[src/rtl/spi_pkg.sv]
// spi_pkg: shared types and widths for the SPI master and its phase timer.
package spi_pkg;
  localparam int SPI_FRAME_BITS = 8;
  localparam int SPI_DIV_W      = 8;
  typedef enum logic [1:0] {IDLE, LOW, HIGH, GAP} spi_master_state_t;
endpackage

[src/rtl/spi_master_if.sv]
// spi_master_if: byte handshake plus serial link of spi_master; cs_n exists only with SPI_MASTER_CS_EN.
interface spi_master_if;
  logic [7:0] tx_data;
  logic       tx_valid;
  logic       tx_ready;
  logic [7:0] rx_data;
  logic       rx_valid;
  logic       busy;
  logic       spi_clk;
  logic       mosi;
  logic       miso;
`ifdef SPI_MASTER_CS_EN
  logic       cs_n;
`endif
  modport master (
    input  tx_data, tx_valid, miso,
`ifdef SPI_MASTER_CS_EN
    output cs_n,
`endif
    output tx_ready, rx_data, rx_valid, busy, spi_clk, mosi
  );
  modport slave (
    output tx_data, tx_valid, miso,
`ifdef SPI_MASTER_CS_EN
    input  cs_n,
`endif
    input  tx_ready, rx_data, rx_valid, busy, spi_clk, mosi
  );
endinterface

[src/rtl/spi_phase_timer.sv]
// spi_phase_timer: loadable down-counter whose done flags the last cycle of a phase.
module spi_phase_timer
  import spi_pkg::*;
(
  input  logic                 clk,
  input  logic                 rst,
  input  logic                 load_i,
  input  logic [SPI_DIV_W-1:0] len_i,
  output logic                 done_o
);
  logic [SPI_DIV_W-1:0] cnt_q, cnt_d;
  assign done_o = cnt_q == '0;
  always_comb cnt_d = load_i ? len_i - 1'b1 : (done_o ? cnt_q : cnt_q - 1'b1);
  always_ff @(posedge clk or posedge rst)
    if (rst) cnt_q <= '0;
    else     cnt_q <= cnt_d;
endmodule

[src/rtl/spi_master.sv]
// spi_master: mode-0 SPI initiator exchanging one byte MSB-first per handshake.
// Define SPI_MASTER_CS_EN to add an active-low cs_n and a one-phase setup before bit 0.
module spi_master
  import spi_pkg::*;
#(
  parameter int CLK_DIV    = 2,
  parameter int GAP_CYCLES = 4
) (
  input logic          clk,
  input logic          rst,
  spi_master_if.master bus
);
  localparam logic [SPI_DIV_W-1:0] DIV_LEN  = SPI_DIV_W'(CLK_DIV);
  localparam logic [SPI_DIV_W-1:0] GAP_LEN  = SPI_DIV_W'(GAP_CYCLES == 0 ? 1 : GAP_CYCLES);
  localparam logic [2:0]           LAST_BIT = 3'(SPI_FRAME_BITS - 1);
  spi_master_state_t         state_q, state_d;
  logic [SPI_FRAME_BITS-1:0] sh_q, sh_d, rx_data_q, rx_data_d;
  logic [2:0]                bit_q, bit_d;
  logic                      rx_valid_q, rx_valid_d, spi_clk_q, mosi_q, tx_ready_q;
  logic                      load, done, active_d;
  logic [SPI_DIV_W-1:0]      len;
`ifdef SPI_MASTER_CS_EN
  logic                      setup_q, setup_d, cs_n_q;
`endif
  spi_phase_timer u_timer (.clk(clk), .rst(rst), .load_i(load), .len_i(len), .done_o(done));
  always_comb begin
    state_d    = state_q;
    sh_d       = sh_q;
    bit_d      = bit_q;
    rx_data_d  = rx_data_q;
    rx_valid_d = 1'b0;
    load       = 1'b0;
    len        = DIV_LEN;
`ifdef SPI_MASTER_CS_EN
    setup_d    = setup_q;
`endif
    case (state_q)
      IDLE: if (bus.tx_valid) begin
        state_d = LOW;
        sh_d    = bus.tx_data;
        bit_d   = '0;
        load    = 1'b1;
`ifdef SPI_MASTER_CS_EN
        setup_d = 1'b1;
`endif
      end
      LOW: if (done) begin
        load = 1'b1;
`ifdef SPI_MASTER_CS_EN
        if (setup_q) setup_d = 1'b0;
        else         state_d = HIGH;
`else
        state_d = HIGH;
`endif
      end
      HIGH: if (done) begin
        // sample late in the high phase so the responder has seen the rising edge
        sh_d = {sh_q[SPI_FRAME_BITS-2:0], bus.miso};
        load = 1'b1;
        if (bit_q == LAST_BIT) begin
          state_d    = GAP;
          rx_data_d  = sh_d;
          rx_valid_d = 1'b1;
          len        = GAP_LEN;
        end else begin
          state_d = LOW;
          bit_d   = bit_q + 3'd1;
        end
      end
      GAP: if (done) state_d = IDLE;
      default: state_d = IDLE;
    endcase
    active_d = state_d == LOW || state_d == HIGH;
  end
  always_ff @(posedge clk or posedge rst) begin
    if (rst) begin
      state_q    <= IDLE;
      sh_q       <= '0;
      bit_q      <= '0;
      rx_data_q  <= '0;
      rx_valid_q <= 1'b0;
      spi_clk_q  <= 1'b0;
      mosi_q     <= 1'b0;
      tx_ready_q <= 1'b1;
    end else begin
      state_q    <= state_d;
      sh_q       <= sh_d;
      bit_q      <= bit_d;
      rx_data_q  <= rx_data_d;
      rx_valid_q <= rx_valid_d;
      spi_clk_q  <= state_d == HIGH;
      mosi_q     <= active_d & sh_d[SPI_FRAME_BITS-1];
      tx_ready_q <= state_d == IDLE;
    end
  end
`ifdef SPI_MASTER_CS_EN
  always_ff @(posedge clk or posedge rst) begin
    if (rst) begin
      setup_q <= 1'b0;
      cs_n_q  <= 1'b1;
    end else begin
      setup_q <= setup_d;
      cs_n_q  <= !(active_d || rx_valid_d);
    end
  end
  assign bus.cs_n = cs_n_q;
`endif
  assign bus.tx_ready = tx_ready_q;
  assign bus.busy     = !tx_ready_q;
  assign bus.rx_data  = rx_data_q;
  assign bus.rx_valid = rx_valid_q;
  assign bus.spi_clk  = spi_clk_q;
  assign bus.mosi     = mosi_q;
endmodule

[src/flat_wrapper.sv]
// flat-port wrapper written by rule: the top's interface ports become plain ports
module spi_master_flat import spi_pkg::*;
#(
  parameter int CLK_DIV    = 2,
  parameter int GAP_CYCLES = 4
)
  (clk, rst, bus_tx_data, bus_tx_valid, bus_miso, bus_tx_ready, bus_rx_data, bus_rx_valid, bus_busy, bus_spi_clk, bus_mosi);
  spi_master_if bus_i ();
  input logic clk;
  input logic rst;
  input wire logic [$bits(bus_i.tx_data)-1:0] bus_tx_data;
  input wire logic [$bits(bus_i.tx_valid)-1:0] bus_tx_valid;
  input wire logic [$bits(bus_i.miso)-1:0] bus_miso;
  output wire logic [$bits(bus_i.tx_ready)-1:0] bus_tx_ready;
  output wire logic [$bits(bus_i.rx_data)-1:0] bus_rx_data;
  output wire logic [$bits(bus_i.rx_valid)-1:0] bus_rx_valid;
  output wire logic [$bits(bus_i.busy)-1:0] bus_busy;
  output wire logic [$bits(bus_i.spi_clk)-1:0] bus_spi_clk;
  output wire logic [$bits(bus_i.mosi)-1:0] bus_mosi;
  assign bus_i.tx_data = bus_tx_data;
  assign bus_i.tx_valid = bus_tx_valid;
  assign bus_i.miso = bus_miso;
  assign bus_tx_ready = bus_i.tx_ready;
  assign bus_rx_data = bus_i.rx_data;
  assign bus_rx_valid = bus_i.rx_valid;
  assign bus_busy = bus_i.busy;
  assign bus_spi_clk = bus_i.spi_clk;
  assign bus_mosi = bus_i.mosi;
  spi_master #(.CLK_DIV(CLK_DIV), .GAP_CYCLES(GAP_CYCLES)) u_core (.clk(clk), .rst(rst), .bus(bus_i));
endmodule
[config.mk]
export PLATFORM = sky130hd
export DESIGN_NAME = spi_master_flat
export DESIGN_NICKNAME = d
export VERILOG_FILES = /design/src/rtl/spi_pkg.sv /design/src/rtl/spi_master_if.sv /design/src/rtl/spi_phase_timer.sv /design/src/rtl/spi_master.sv /design/src/flat_wrapper.sv
export SDC_FILE = /design/constraint.sdc
export NUM_CORES = 1
export LEC_CHECK = 0
export BUFFER_PORTS_ARGS = -buffer_cell sky130_fd_sc_hd__buf_4
export CORE_UTILIZATION = 23
export CTS_CLUSTER_SIZE = 24
export DETAILED_ROUTE_END_ITERATION = 10
export GPL_TIMING_DRIVEN = 0
export SLEW_MARGIN = 20
export SYNTH_ARGS = -nofsm -noshare
export SYNTH_HDL_FRONTEND = slang
export SYNTH_HIERARCHICAL = 1
export SYNTH_SLANG_ARGS = --single-unit
[constraint.sdc]
create_clock -name clk -period 3.2 [get_ports clk]
set_input_delay 0.64 -clock clk [delete_from_list [all_inputs] [get_ports clk]]
set_output_delay 0.64 -clock clk [all_outputs]
set_load 0.005 [all_outputs]
==> flow_metrics.tcl <==
set metrics [dict create \
    reg2reg_setup_slack_ns 0.21 \
    cts_max_path_buffers 2 \
    drive_gt1_share_pct 33.5 \
    power.leakage_uw 0.00111 \
    grt_max_degree 26 \
    hold_path.class "primary input to async pin" \
    required_ns 3.41 \
    routed_wl_mm 3.51 \
    crit_path_end_kind "flop" \
    fmax_mhz 334 \
    grt_pass1_vias 1317 \
    track_usage_pct 9.43 \
    max_stage_delay_ns 0.45 \
    hpwl_mm 2.55 \
    setup_viol 0 \
    multiInputGateArea_sq_um 975 \
    dr.pass1.iters 3 \
    status "complete, no violations" \
    slew_violations 0 \
    drtIter0Drc 49 \
    ant_nets 0 \
    area_growth_pct 26.6 \
    yosysSeqAreaShare_pct 45.6 \
    finalClockSkew_ns 0.00698 \
    worst_pin_slew_ns 0.933 \
    crit_start "u_core/u_timer/cnt_q[0]" \
    dieArea_sq_um 8250 \
    grt_overflow 0 \
    ir_worst_vdd_v 0.000181 \
    h-tree-depth 2 \
    r2r_start "u_core/u_timer/cnt_q[0]" \
    regArea_sq_um 827 \
    finalHoldViolCount 0 \
    cts_root_buf "clkbuf_8" \
    initial_core_util_pct 23.6 \
    ys_warn_count 6 \
    diodes 0 \
    crit_arrival_ns 3.20 \
    fp.dieW_microns 90.8 \
    crit_path_start_kind "flop" \
    post-route-min-period_ns 2.99 \
    cts-buffers-inserted 5 \
    crit_slowest_cell "or4_1" \
    portBuffers 24 \
    synthArstFlopShare_pct 100 \
    pre_cts_ws_ns -0.0704 \
    holdWs_ns 0.321 \
    routed_via_density 4.20 \
    nets 221 \
    fillers 835 \
    max-slew-margin-rel_pct 37.4 \
    cp_max_fo 10 \
    syn_area_per_cell_sq_um 11.7 \
    worstRegToRegCells 12 \
    route.detailed.drc 0 \
    gp_congestion 0.736 \
    synthCells 155 \
    clkTransAtPathRegs_ns 0.07 \
    worstReg2RegEnd "u_core/u_timer/cnt_q[6]" \
    worstSetupEndpoint "u_core/u_timer/cnt_q[6]" \
    synth-edff-count 0 \
    setup_ws_ns 0.207 \
    clock_latency_ns 0.28 \
    synth_top_flop_cell "dfrtp_1" \
    cts_tree "yes" \
    cts_sinks 33 \
    synth_seq_cells 33 \
    period_share_pct 93.5 \
    die_h_microns 90.8 \
    core_area_sq_um 7690 \
    ios 25 \
    grt_pass1_wl_mm 6.17 \
    yosysUniqueCellTypes 43 \
    worstPathCellList "nor3_4 -> and3_1 -> buf_6 -> buf_2 -> a21oi_1 -> nor2_2 -> clkbuf_4 -> mux2i_1 -> ha_2 -> o221ai_1 -> or4_1 -> o211ai_2" \
    path_class "flop to flop" \
    p_per_area_nw_per_um2 346 \
    wl_per_cell_microns 11.6 \
    antenna_found_initial 0 \
    max_cap_violations 0 \
    vias 1269 \
    synthesis.area_sq_um 1810 \
    rows 32 \
]
critical path: cells and delay by family, from the launching register on:
kind | cells | cell delay (ns)
adders and majority gates | 1 | 0.25
DFF | 1 | 0.41
muxes | 1 | 0.24
AOI/OAI and AO/OA | 3 | 0.37
and+or+nand+nor | 4 | 1.09
buffers and inverters | 3 | 0.55
Yosys cell counts (2+ instances only):
cell	n	area share, %
buf_6	3	1.9
nand3_1	4	1.1
a21boi_0	2	0.83
and2_1	2	0.69
o21ai_0	3	0.83
nand2b_1	2	0.69
dfrtp_1	32	44
nor3_1	6	1.7
xnor2_1	4	1.9
buf_2	3	0.83
xor2_1	5	2.4
o21a_1	2	0.83
a22o_1	12	5.8
mux2i_1	2	1.1
nor2_1	6	1.2
o22ai_1	3	1.0
a21oi_1	3	0.83
nor3b_1	4	1.7
inv_1	6	1.2
nand2_1	4	0.83
ha_1	10	6.9
mux2_4	8	6.6
mux2_2	9	5.6
layer usage:
metal	vias to the layer above	part of all wire, %	wire length, microns	track usage, %
met5	-	0	0	0
met4	0	1.1	40	2.78
met3	5	5.1	178	2.86
met2	24	46	1610	15.8
met1	605	48	1690	11.7
li1	635	-	-	-
layout make-up:
type / instances / share of cell area [%]
multi-input cells: 121 / 42.5
plain buffers: 6 / 2.23
repair buffers: 25 / 8.17
clock buffers: 7 / 4.20
clock inverters: 1 / 0.218
flip-flops and latches: 33 / 36.0
inverters: 7 / 1.14
well taps: 102 / 5.56
power by group:
part	total (uW)	switching (uW)	internal (uW)	leakage (uW)
clock	348	154	194	0.0000542
combinational	27.3	15.3	12.0	0.000617
sequential	418	0.325	418	0.000436
cells in the final DEF, fill, tap and decap left out, types with 3 or more instances in the layout:
cell type / synthesis / routed
nor2_1: 6 / 5
ha_1: 10 / 9
buf_4: 0 / 25
inv_1: 6 / 5
nand3_1: 4 / 4
buf_6: 3 / 3
xor2_1: 5 / 5
mux2_4: 8 / 8
mux2_2: 9 / 9
nand2_1: 4 / 4
o21ai_0: 3 / 3
a22o_1: 12 / 12
o22ai_1: 3 / 3
nor3b_1: 4 / 4
xnor2_1: 4 / 4
nor3_1: 6 / 5
clkbuf_8: 0 / 7
conb_1: 1 / 14
a21oi_1: 3 / 3
dfrtp_1: 32 / 32
logic make-up (layout without fill, tap and decap cells):
logic type,count (synthesis),count (layout),synth area share [%]
flops,33,33,45.6
xor+xnor,9,9,4.34
compound gates,31,31,13.2
mux,19,19,13.3
other cells,1,14,0.207
buf+inv,14,46,4.34
fa+ha+maj,10,10,6.90
simple gates,38,38,12.1
stage by stage:
step | TNS [ns] | std cells | power, uW | area [sq um] | util, %
CTS | 0 | 301 | 813 | 2270 | 29.5
global placement | -0.0743 | 294 | 454 | 2170 | 28.2
finish | 0 | 302 | 793 | 2300 | 29.9
floorplan | 0 | 168 | 439 | 1860 | -
global route | -0.0254 | 302 | 827 | 2300 | 29.9
detailed placement | -0.0704 | 294 | 454 | 2170 | 28.2
sequential cells by signal, indices dropped and copies added, names as in the netlist:
| name | flops |
|---|---|
| u_core/bus.rx_valid | 1 |
| u_core/bus.mosi | 1 |
| u_core/bit_q | 3 |
| u_core/bus.spi_clk | 1 |
| u_core/bus.tx_ready | 1 |
| u_core/bus.rx_data | 8 |
| u_core/state_q | 2 |
| u_core/u_timer/cnt_q | 8 |
| u_core/sh_q | 8 |
worst min-delay path by stage:
stage | startpoint | to | slack [ns] | cells after the start
5_1_grt | rst | u_core/u_timer/cnt_q[0] | 0.35 | 2
3_5_place_dp | u_core/bus.rx_data[4] | u_core/bus.rx_data[4] | 0.50 | 1
3_3_place_gp | u_core/bus.rx_data[2] | u_core/bus.rx_data[2] | 0.49 | 1
4_1_cts | rst | u_core/u_timer/cnt_q[0] | 0.32 | 2
2_1_floorplan | rst | u_core/u_timer/cnt_q[0] | 0.46 | 1
6_report | rst | u_core/u_timer/cnt_q[5] | 0.32 | 2
timing repair:
action / in CTS / in global routing
endpoints found under the setup margin: 1 / 3
buffers inserted: 0 / 1
resized for setup: 1 / 5
hold buffers: 0 / 0
pin swaps: 0 / 1
Note: power is estimated with default switching activity, not from simulation.
